==> config.mk <==
export PLATFORM = sky130hd
export DESIGN_NAME = fpu_seq
export DESIGN_NICKNAME = d
export VERILOG_FILES = /design/src/rtl/fpu_seq.sv
export SDC_FILE = /design/constraint.sdc
export NUM_CORES = 2
export LEC_CHECK = 0
export CAP_MARGIN = 0
export CORE_MARGIN = 2
export CORE_UTILIZATION = 60
export DETAILED_ROUTE_END_ITERATION = 8
export PLACE_DENSITY = 0.78
export SETUP_SLACK_MARGIN = 0.02
export SLEW_MARGIN = 10
export SYNTH_ARGS = -nofsm -noshare
export SYNTH_HDL_FRONTEND = slang
export SYNTH_SLANG_ARGS = --single-unit
==> constraint.sdc <==
create_clock -name clk -period 13.6 [get_ports clk]
set_input_delay 2.04 -clock clk [delete_from_list [all_inputs] [get_ports clk]]
set_output_delay 2.04 -clock clk [all_outputs]
set_load 0.02 [all_outputs]
==> src/rtl/fpu_seq.sv <==
`timescale 1ns/1ps
`default_nettype none
// ============================================================================
// Module      : fpu_seq
// Description : Multi-cycle floating-point add/subtract/multiply with
//               parametrised exponent/mantissa widths and exception flags.
// Revision    : 1.0  initial release
// ============================================================================
module fpu_seq #(
    parameter int  EXP_W = 8,
    parameter int  MAN_W = 23,
    localparam int W     = 1 + EXP_W + MAN_W
) (
    input  logic         clk,
    input  logic         reset,
    input  logic         start,
    input  logic [W-1:0] A,
    input  logic [W-1:0] B,
    input  logic [1:0]   control,
    output logic         busy,
    output logic         done,
    output logic [W-1:0] result,
    output logic         overflow,
    output logic         underflow,
    output logic         invalid
);

    localparam int c_SW = MAN_W + 4;   // hidden + mantissa + 3 guard bits
    localparam int c_XW = EXP_W + 2;   // signed working exponent

    localparam logic [2:0] c_IDLE   = 3'd0;
    localparam logic [2:0] c_UNPACK = 3'd1;
    localparam logic [2:0] c_ALIGN  = 3'd2;
    localparam logic [2:0] c_OP     = 3'd3;
    localparam logic [2:0] c_NORM   = 3'd4;
    localparam logic [2:0] c_PACK   = 3'd5;

    localparam logic [EXP_W-1:0]        c_EXP_ONES = {EXP_W{1'b1}};
    localparam logic signed [c_XW-1:0]  c_BIAS     = c_XW'((1 << (EXP_W - 1)) - 1);
    localparam logic signed [c_XW-1:0]  c_EMAX     = c_XW'((1 << EXP_W) - 1);
    localparam logic signed [c_XW-1:0]  c_XZERO    = '0;
    localparam logic signed [c_XW-1:0]  c_XONE     = c_XW'(1);
    localparam logic [W-1:0]            c_QNAN     = {1'b0, {EXP_W{1'b1}}, 1'b1, {(MAN_W-1){1'b0}}};

    logic [2:0]               r_state, w_next;
    logic [W-1:0]             r_a, r_b;
    logic [1:0]               r_ctl;
    logic                     r_spec, r_spec_inv;
    logic [W-1:0]             r_spec_res;
    logic                     r_mul, r_sa, r_sb;
    logic [EXP_W-1:0]         r_ea, r_eb;
    logic [MAN_W:0]           r_ma, r_mb;
    logic [c_SW-1:0]          r_sig_a, r_sig_b;
    logic signed [c_XW-1:0]   r_exp;
    logic                     r_sign, r_eff_sub, r_zero;
    logic [c_SW:0]            r_sig;
    logic [W-1:0]             r_result;
    logic                     r_ovf, r_unf, r_inv;

    // Operand decode (valid while in UNPACK)
    logic                     w_mul, w_sa, w_sb;
    logic [EXP_W-1:0]         w_ea, w_eb;
    logic [MAN_W-1:0]         w_fa, w_fb;
    logic                     w_a_zero, w_b_zero, w_a_inf, w_b_inf, w_a_nan, w_b_nan;

    assign w_mul    = (r_ctl == 2'b01);
    assign w_sa     = r_a[W-1];
    assign w_sb     = r_b[W-1] ^ (r_ctl == 2'b10);
    assign w_ea     = r_a[W-2:MAN_W];
    assign w_eb     = r_b[W-2:MAN_W];
    assign w_fa     = r_a[MAN_W-1:0];
    assign w_fb     = r_b[MAN_W-1:0];
    assign w_a_zero = (w_ea == '0);
    assign w_b_zero = (w_eb == '0);
    assign w_a_inf  = (w_ea == c_EXP_ONES) && (w_fa == '0);
    assign w_b_inf  = (w_eb == c_EXP_ONES) && (w_fb == '0);
    assign w_a_nan  = (w_ea == c_EXP_ONES) && (w_fa != '0);
    assign w_b_nan  = (w_eb == c_EXP_ONES) && (w_fb != '0);

    logic         w_spec, w_spec_inv;
    logic [W-1:0] w_spec_res;

    always_comb begin
        w_spec     = 1'b1;
        w_spec_inv = 1'b0;
        w_spec_res = '0;
        if (w_a_nan || w_b_nan) begin
            w_spec_res = c_QNAN;
            w_spec_inv = 1'b1;
        end else if (w_mul) begin
            if ((w_a_inf && w_b_zero) || (w_a_zero && w_b_inf)) begin
                w_spec_res = c_QNAN;
                w_spec_inv = 1'b1;
            end else if (w_a_inf || w_b_inf) begin
                w_spec_res = {w_sa ^ w_sb, c_EXP_ONES, {MAN_W{1'b0}}};
            end else if (w_a_zero || w_b_zero) begin
                w_spec_res = {w_sa ^ w_sb, {(W-1){1'b0}}};
            end else begin
                w_spec = 1'b0;
            end
        end else begin
            if (w_a_inf && w_b_inf && (w_sa != w_sb)) begin
                w_spec_res = c_QNAN;
                w_spec_inv = 1'b1;
            end else if (w_a_inf) begin
                w_spec_res = {w_sa, c_EXP_ONES, {MAN_W{1'b0}}};
            end else if (w_b_inf) begin
                w_spec_res = {w_sb, c_EXP_ONES, {MAN_W{1'b0}}};
            end else if (w_b_zero) begin
                w_spec_res = w_a_zero ? {w_sa, {(W-1){1'b0}}} : r_a;
            end else if (w_a_zero) begin
                w_spec_res = {w_sb, r_b[W-2:0]};
            end else begin
                w_spec = 1'b0;
            end
        end
    end

    // Alignment: larger magnitude first, smaller shifted right in one step
    logic                 w_a_big;
    logic [EXP_W-1:0]     w_e_big, w_e_small, w_diff;
    logic [MAN_W:0]       w_m_big, w_m_small;
    logic [c_SW-1:0]      w_small_sh;

    assign w_a_big    = ({r_ea, r_ma} >= {r_eb, r_mb});
    assign w_e_big    = w_a_big ? r_ea : r_eb;
    assign w_e_small  = w_a_big ? r_eb : r_ea;
    assign w_m_big    = w_a_big ? r_ma : r_mb;
    assign w_m_small  = w_a_big ? r_mb : r_ma;
    assign w_diff     = w_e_big - w_e_small;
    assign w_small_sh = (int'(w_diff) >= c_SW) ? '0 : ({w_m_small, 3'b000} >> w_diff);

    logic [2*MAN_W+1:0] w_prod;
    assign w_prod = {{(MAN_W+1){1'b0}}, r_sig_a[c_SW-1:3]} * {{(MAN_W+1){1'b0}}, r_sig_b[c_SW-1:3]};

    // Packing of the final value (used in the PACK cycle)
    logic [W-1:0] w_pack_res;
    logic         w_pack_ovf, w_pack_unf, w_pack_inv;

    always_comb begin
        w_pack_res = '0;
        w_pack_ovf = 1'b0;
        w_pack_unf = 1'b0;
        w_pack_inv = 1'b0;
        if (r_spec) begin
            w_pack_res = r_spec_res;
            w_pack_inv = r_spec_inv;
        end else if (r_zero) begin
            w_pack_res = '0;
        end else if (r_exp >= c_EMAX) begin
            w_pack_res = {r_sign, c_EXP_ONES, {MAN_W{1'b0}}};
            w_pack_ovf = 1'b1;
        end else if (r_exp <= c_XZERO) begin
            w_pack_res = {r_sign, {(W-1){1'b0}}};
            w_pack_unf = 1'b1;
        end else begin
            w_pack_res = {r_sign, r_exp[EXP_W-1:0], r_sig[c_SW-2:3]};
        end
    end

    always_ff @(posedge clk) begin
        if (reset) begin
            r_state <= c_IDLE;
        end else begin
            r_state <= w_next;
        end
    end

    always_comb begin
        w_next = r_state;
        case (r_state)
            c_IDLE:   if (start) w_next = c_UNPACK;
            c_UNPACK: w_next = c_ALIGN;
            // specials are classified in UNPACK and skip the arithmetic path
            c_ALIGN:  w_next = r_spec ? c_PACK : c_OP;
            c_OP:     w_next = c_NORM;
            c_NORM:   if ((r_sig == '0) || r_sig[c_SW] || r_sig[c_SW-1]) w_next = c_PACK;
            c_PACK:   w_next = c_IDLE;
            default:  w_next = c_IDLE;
        endcase
    end

    always_ff @(posedge clk) begin
        case (r_state)
            c_IDLE: begin
                if (start) begin
                    r_a   <= A;
                    r_b   <= B;
                    r_ctl <= control;
                end
            end
            c_UNPACK: begin
                r_spec     <= w_spec;
                r_spec_inv <= w_spec_inv;
                r_spec_res <= w_spec_res;
                r_mul      <= w_mul;
                r_sa       <= w_sa;
                r_sb       <= w_sb;
                r_ea       <= w_ea;
                r_eb       <= w_eb;
                r_ma       <= {1'b1, w_fa};
                r_mb       <= {1'b1, w_fb};
                r_zero     <= 1'b0;
            end
            c_ALIGN: begin
                if (r_mul) begin
                    r_exp   <= $signed({2'b00, r_ea}) + $signed({2'b00, r_eb}) - c_BIAS;
                    r_sign  <= r_sa ^ r_sb;
                    r_sig_a <= {r_ma, 3'b000};
                    r_sig_b <= {r_mb, 3'b000};
                end else begin
                    r_exp     <= $signed({2'b00, w_e_big});
                    r_sign    <= w_a_big ? r_sa : r_sb;
                    r_eff_sub <= r_sa ^ r_sb;
                    r_sig_a   <= {w_m_big, 3'b000};
                    r_sig_b   <= w_small_sh;
                end
            end
            c_OP: begin
                if (r_mul) begin
                    // low product bits collapse into a sticky LSB below the kept field
                    r_sig <= {w_prod[2*MAN_W+1 -: c_SW], |w_prod[MAN_W-3:0]};
                end else if (r_eff_sub) begin
                    r_sig <= {1'b0, r_sig_a} - {1'b0, r_sig_b};
                end else begin
                    r_sig <= {1'b0, r_sig_a} + {1'b0, r_sig_b};
                end
            end
            c_NORM: begin
                if (r_sig == '0) begin
                    r_zero <= 1'b1;
                end else if (r_sig[c_SW]) begin
                    r_sig <= r_sig >> 1;
                    r_exp <= r_exp + c_XONE;
                end else if (!r_sig[c_SW-1]) begin
                    r_sig <= r_sig << 1;
                    r_exp <= r_exp - c_XONE;
                end
            end
            default: ;
        endcase
    end

    always_ff @(posedge clk) begin
        if (reset) begin
            r_result <= '0;
            r_ovf    <= 1'b0;
            r_unf    <= 1'b0;
            r_inv    <= 1'b0;
        end else if ((r_state == c_IDLE) && start) begin
            r_ovf <= 1'b0;
            r_unf <= 1'b0;
            r_inv <= 1'b0;
        end else if (r_state == c_PACK) begin
            r_result <= w_pack_res;
            r_ovf    <= w_pack_ovf;
            r_unf    <= w_pack_unf;
            r_inv    <= w_pack_inv;
        end
    end

    assign busy      = (r_state == c_UNPACK) || (r_state == c_ALIGN) ||
                       (r_state == c_OP)     || (r_state == c_NORM);
    assign done      = (r_state == c_PACK);
    assign result    = done ? w_pack_res : r_result;
    assign overflow  = done ? w_pack_ovf : r_ovf;
    assign underflow = done ? w_pack_unf : r_unf;
    assign invalid   = done ? w_pack_inv : r_inv;

endmodule
`default_nettype wire

* Yosys cells after proc, flatten, opt, wreduce, memory -nomap -nowiden
Cells that the tools add are included.
** Storage, ports and cells
- Register bits :: 298
- Bits of input ports :: 69
- Output and inout port bits :: 37
- Logic and storage cells :: 164
** Cells by class
- Add/sub/neg operators :: 7
- $mul :: 1
- Order comparisons :: 4
- Equality and inequality tests :: 15
- Shift operators :: 1
- Muxes and demuxes :: 64
- Bitwise operators :: 4
- Reduce and logical (&&, ||, !) cells :: 39
** Operator list (number)
- 32-bit two-way mux :: 12
- 31-bit two-way mux :: 3
- 28-bit two-way mux :: 3
- 27-bit two-way mux :: 3
- 28-bit case mux with 2 select lines :: 1
- 26-bit two-way mux :: 2
- 24-bit by 24-bit multiplier with 48-bit output :: 1
- 23-bit zero test :: 2
- 23-bit two-way mux :: 2
- 23-bit nonzero test :: 2
- 10-bit two-way mux :: 4
- 32-bit >= comparator :: 1
- 27-bit by 27-bit adder with 28-bit output :: 1
- 28-bit zero test :: 1
- 27-bit by 27-bit subtractor with 28-bit output :: 1
- 27-bit by 8-bit >> shifter with 27-bit output :: 1
- 1-bit two-way mux :: 26
- 21-bit OR reduction :: 1
- 10-bit case mux with 2 select lines :: 1
- 8-bit == test, second input constant :: 2
- 8-bit zero test :: 2
- 8-bit two-way mux :: 2
- 3-bit case mux with 5 select lines :: 1
- 10-bit by 2-bit adder with 10-bit output, second input constant :: 1
- other kinds (26) :: 59

* Longest topological paths before layout
- Depth after elaboration :: 8
- Mapped depth :: 30
- Mapped depth without buffers :: 27

* Worst setup path before layout
No wires, ideal clock.
- Path kind :: flip-flop to flip-flop
- From :: register r_state[0]
- To :: register r_ea[0], enable pin
- Setup time :: 704 ps
- Arrival :: 7843 ps
- Data required time :: 12896 ps
- Setup slack :: 5053 ps
- Stages on the path, launching flop included :: 3
- Path buffers :: 1
- Period minus slack after synthesis :: 8547 ps
- Path through :: dfxtp_1 -> clkbuf_1 -> nor3b_1
** On the way
- Word-level cells in the longest chain between the ends :: 1
** RTL lines
- from (decl) :: RTL line 45 : logic [2:0] r_state, w_next;
- from (signal assigned) :: RTL line 163 : r_state <= c_IDLE;
- from (signal assigned) :: RTL line 165 : r_state <= w_next;
- 3-bit by 1-bit == test with 1-bit output :: RTL line 184 : case (r_state)
- to (signal assigned) :: RTL line 199 : r_ea <= w_ea;
- to (decl) :: RTL line 51 : logic [EXP_W-1:0] r_ea, r_eb;
Every way passes these cells.
A chain may end at the register's enable or synchronous reset.

* Worst setup path in the final report
- From :: register r_sig_b[6]
- To :: register r_sig[26], data pin
** On the way
- Word-level cells in the longest chain between the ends :: 4
- Elaborated cells between the ends (all ways) :: 6
- Those cells by class :: add/sub (2); mul (1); mux (3)
** RTL lines
- from (decl) :: RTL line 53 : logic [c_SW-1:0] r_sig_a, r_sig_b;
- from (signal assigned) :: RTL line 210 : r_sig_b <= {r_mb, 3'b000};
- from (signal assigned) :: RTL line 216 : r_sig_b <= w_small_sh;
- branches (longest 2 deep; another with 24-bit by 24-bit multiplier with 48-bit output)
- 28-bit two-way mux * :: RTL line 220 : if (r_mul) begin
- 28-bit case mux with 2 select lines * :: RTL line 184
- to (signal assigned) :: RTL line 222 : r_sig <= {w_prod[2*MAN_W+1 -: c_SW], |w_prod[MAN_W-3:0]};
- to (signal assigned) :: RTL line 224 : r_sig <= {1'b0, r_sig_a} - {1'b0, r_sig_b};
- to (signal assigned) :: RTL line 226 : r_sig <= {1'b0, r_sig_a} + {1'b0, r_sig_b};
- to (decl) :: RTL line 56 : logic [c_SW:0] r_sig;
Mark *: on every way between the ends.

==> results.sh <==
export IMPL_first_iter_violations=2579
export IMPL_final_cells=4556
export IMPL_wirelength_um=92300
export IMPL_clock_latency_ns=0.58
export IMPL_worstMarginPinSlew_ns=1.21
export IMPL_cts_root_buffer="clkbuf_16"
export IMPL_avgSynthCellArea_um2=9.59
export IMPL_synth_compound_gate_area_share_pct=10.7
export IMPL_grt_max_degree=79
export IMPL_synthArstFlopShare_pct=0
export IMPL_port_buffers=105
export IMPL_dp_cells=4502
export IMPL_synth_most_common_cell="inv_1"
export IMPL_ant_nets=0
export IMPL_synthTopCellsByCount="inv_1, fa_1, nand2_1"
export IMPL_ctsHoldBuffers=0
export IMPL_rows=90
export IMPL_synth_top_flop_cell="edfxtp_1"
export IMPL_die_area_mm2=0.0624
export IMPL_h_tree_depth=1
export IMPL_synth_area_leaders="fa_1, edfxtp_1, ha_1"
export IMPL_required_ns=13.87
export IMPL_ys_types=87
export IMPL_place_congestion=0.986
export IMPL_maxCapViolCount=0
export IMPL_track_usage_pct=30.5
export IMPL_ys_warn_count=0
export IMPL_seq_area_frac_synth_pct=23.3
export IMPL_clkSinkCount=294
export IMPL_grt_setup_unrepaired="no"
export IMPL_status="complete, no violations"
export IMPL_max_slew_margin_rel_pct=19.4
export IMPL_post_route_period_util_pct=64.9
export IMPL_synth_top_area_share_pct=26.7
export IMPL_path_clk_slew_ns=0.07
export IMPL_dieHeight_um=250
export IMPL_synth_nets=4587
export IMPL_synth_edf_count=256
export IMPL_layout_drive_gt1_share_pct=4.45
export IMPL_drv_slew=0
export IMPL_post_cts_buffers=0
export IMPL_muxShareOfSynthArea_pct=4.08
export IMPL_worstPathArrival_ns=9.09
export IMPL_grt_pass1_vias=27900
export IMPL_routedWlPerCell_um=20.3
export IMPL_drcViolationCount=0
export IMPL_crit_type="reg -> reg"
export IMPL_nNetsFinal=4557
export IMPL_crit_path_end_kind="register"
export IMPL_synth_adder_area_share_pct=35.5
export IMPL_num_antenna_cells=0
export IMPL_period_minus_slack_ns=8.82
export IMPL_critPathLaunchType="register"
export IMPL_timing_fmax_mhz=113
export IMPL_crit_slowest_cell="edfxtp_1"
export IMPL_min_path_type="reg -> reg"
export IMPL_tritoncts="built"
export IMPL_synth_top_area_cell="fa_1"
export IMPL_viasPerCell=5.97
export IMPL_ctsResizeCount=0
export IMPL_max_clock_path_buffers=3
export IMPL_syn_inst=3781
export IMPL_syn_cell_area_mm2=0.0362
export IMPL_synth_top_family_by_area="adder cells"
export IMPL_setup_viol=0
export IMPL_cp_common_cell="fa_1"
export IMPL_core_mm2=0.0600
export IMPL_start_util_pct=60.4
export IMPL_grt_overflow=0
export IMPL_antenna_found_initial=1
export IMPL_ys_ff_latch=294
export IMPL_via_count=27200
export IMPL_path_max_fanout=26
export IMPL_fp_dieW_um=250
export IMPL_hpwlAfterDp_um=71100
export IMPL_numCtsBuffers=29
export IMPL_final_hold_viol_count=0
export IMPL_synth_simple_gate_area_share_pct=15.3
export IMPL_pin_count=106
export IMPL_syn_to_final_growth_pct=6.80
export IMPL_critPathMaxStageDelay_ns=1.09
export IMPL_synth_xor_area_share_pct=2.25
export IMPL_fin_tns_setup_ns=0
export IMPL_drt_pre_antenna_iters=6
export IMPL_skew_ns=0.0208
export IMPL_grt_pass1_wl_um=151000
[cells in the final DEF, fill, tap and decap left out, types with 30 or more instances in the layout]
cell,synthesis,final
a21oi_1,164,164
a22oi_1,69,68
and2_1,285,284
buf_4,3,37
clkdlybuf4s50_1,0,105
dfxtp_1,38,38
edfxtp_1,256,256
fa_1,484,484
ha_1,253,253
inv_1,646,645
mux2i_1,64,64
nand2_1,414,413
nand3_1,39,39
nand4_1,30,30
nor2_1,149,148
nor2b_1,55,55
nor3_1,34,32
o21ai_0,93,93
xnor2_1,64,64
[layout make-up]
type | instances | area (µm²)
timing repair buffer | 142 | 1330
fill | 4805 | 21300
tap | 782 | 978
clock inverter | 19 | 191
multi-input combinational | 2637 | 24600
clock buffer | 35 | 758
inverter | 647 | 2430
sequential | 294 | 8450
[stage by stage]
step	setup WS [ns]	hold WS, ns	area (µm²)	utilization [%]
final	4.78	0.480	38700	64.5
after global placement	5.02	0.451	37800	62.9
after floorplan	5.05	0.441	36200	-
after CTS	4.88	0.477	38700	64.5
after detailed placement	4.94	0.466	37800	62.9
after global routing	4.27	0.502	38700	64.5
[path summary, 6_finish.rpt]
check / cells after the start / to / slack (ns) / startpoint
worst min register to register: 0 / r_ma[21]$_DFFE_PP_ / 0.48 / r_a[21]$_DFFE_PP_
worst min-delay path: 0 / r_ma[21]$_DFFE_PP_ / 0.48 / r_a[21]$_DFFE_PP_
worst max-delay path: 25 / r_sig[26]$_DFFE_PP_ / 4.78 / r_sig_b[6]$_DFFE_PN_
worst max register to register: 25 / r_sig[26]$_DFFE_PP_ / 4.78 / r_sig_b[6]$_DFFE_PN_
[routing by layer]
metal | up-vias | routed length (µm) | GRT usage, %
li1 | 12400 | - | -
met1 | 13500 | 37900 | 41.2
met2 | 1150 | 43200 | 49.7
met3 | 196 | 7180 | 4.37
met4 | 0 | 3980 | 12.6
met5 | - | 0 | 0
[state kept, by name, summed over array words and instances, names as in the netlist, 23 cells and up]
register    cells
r_result       32
r_sig_b        27
r_a            32
r_spec_res     32
r_sig_a        23
r_ma           23
r_sig          28
r_b            32
r_mb           23
[cell families after synthesis]
| family | count (synthesis) |
|---|---|
| adders and majority gates | 737 |
| xor gates and xnor gates | 93 |
| DFF | 294 |
| buffers and inverters | 850 |
| AOI/OAI and AO/OA | 580 |
| and+or+nand+nor | 1111 |
| muxes | 116 |
[worst max-delay path, delay by kind of cell, from the launching register on]
family                     cells  cell delay, ns
muxes                          1            0.20
AOI/OAI and AO/OA              7            2.39
and+or+nand+nor                3            0.48
adders and majority gates      8            4.00
DFF                            1            1.09
buffers and inverters          6            0.32
Power is not shown: default switching activity piles up to over one toggle a cycle in this logic, so the estimate is an artifact.
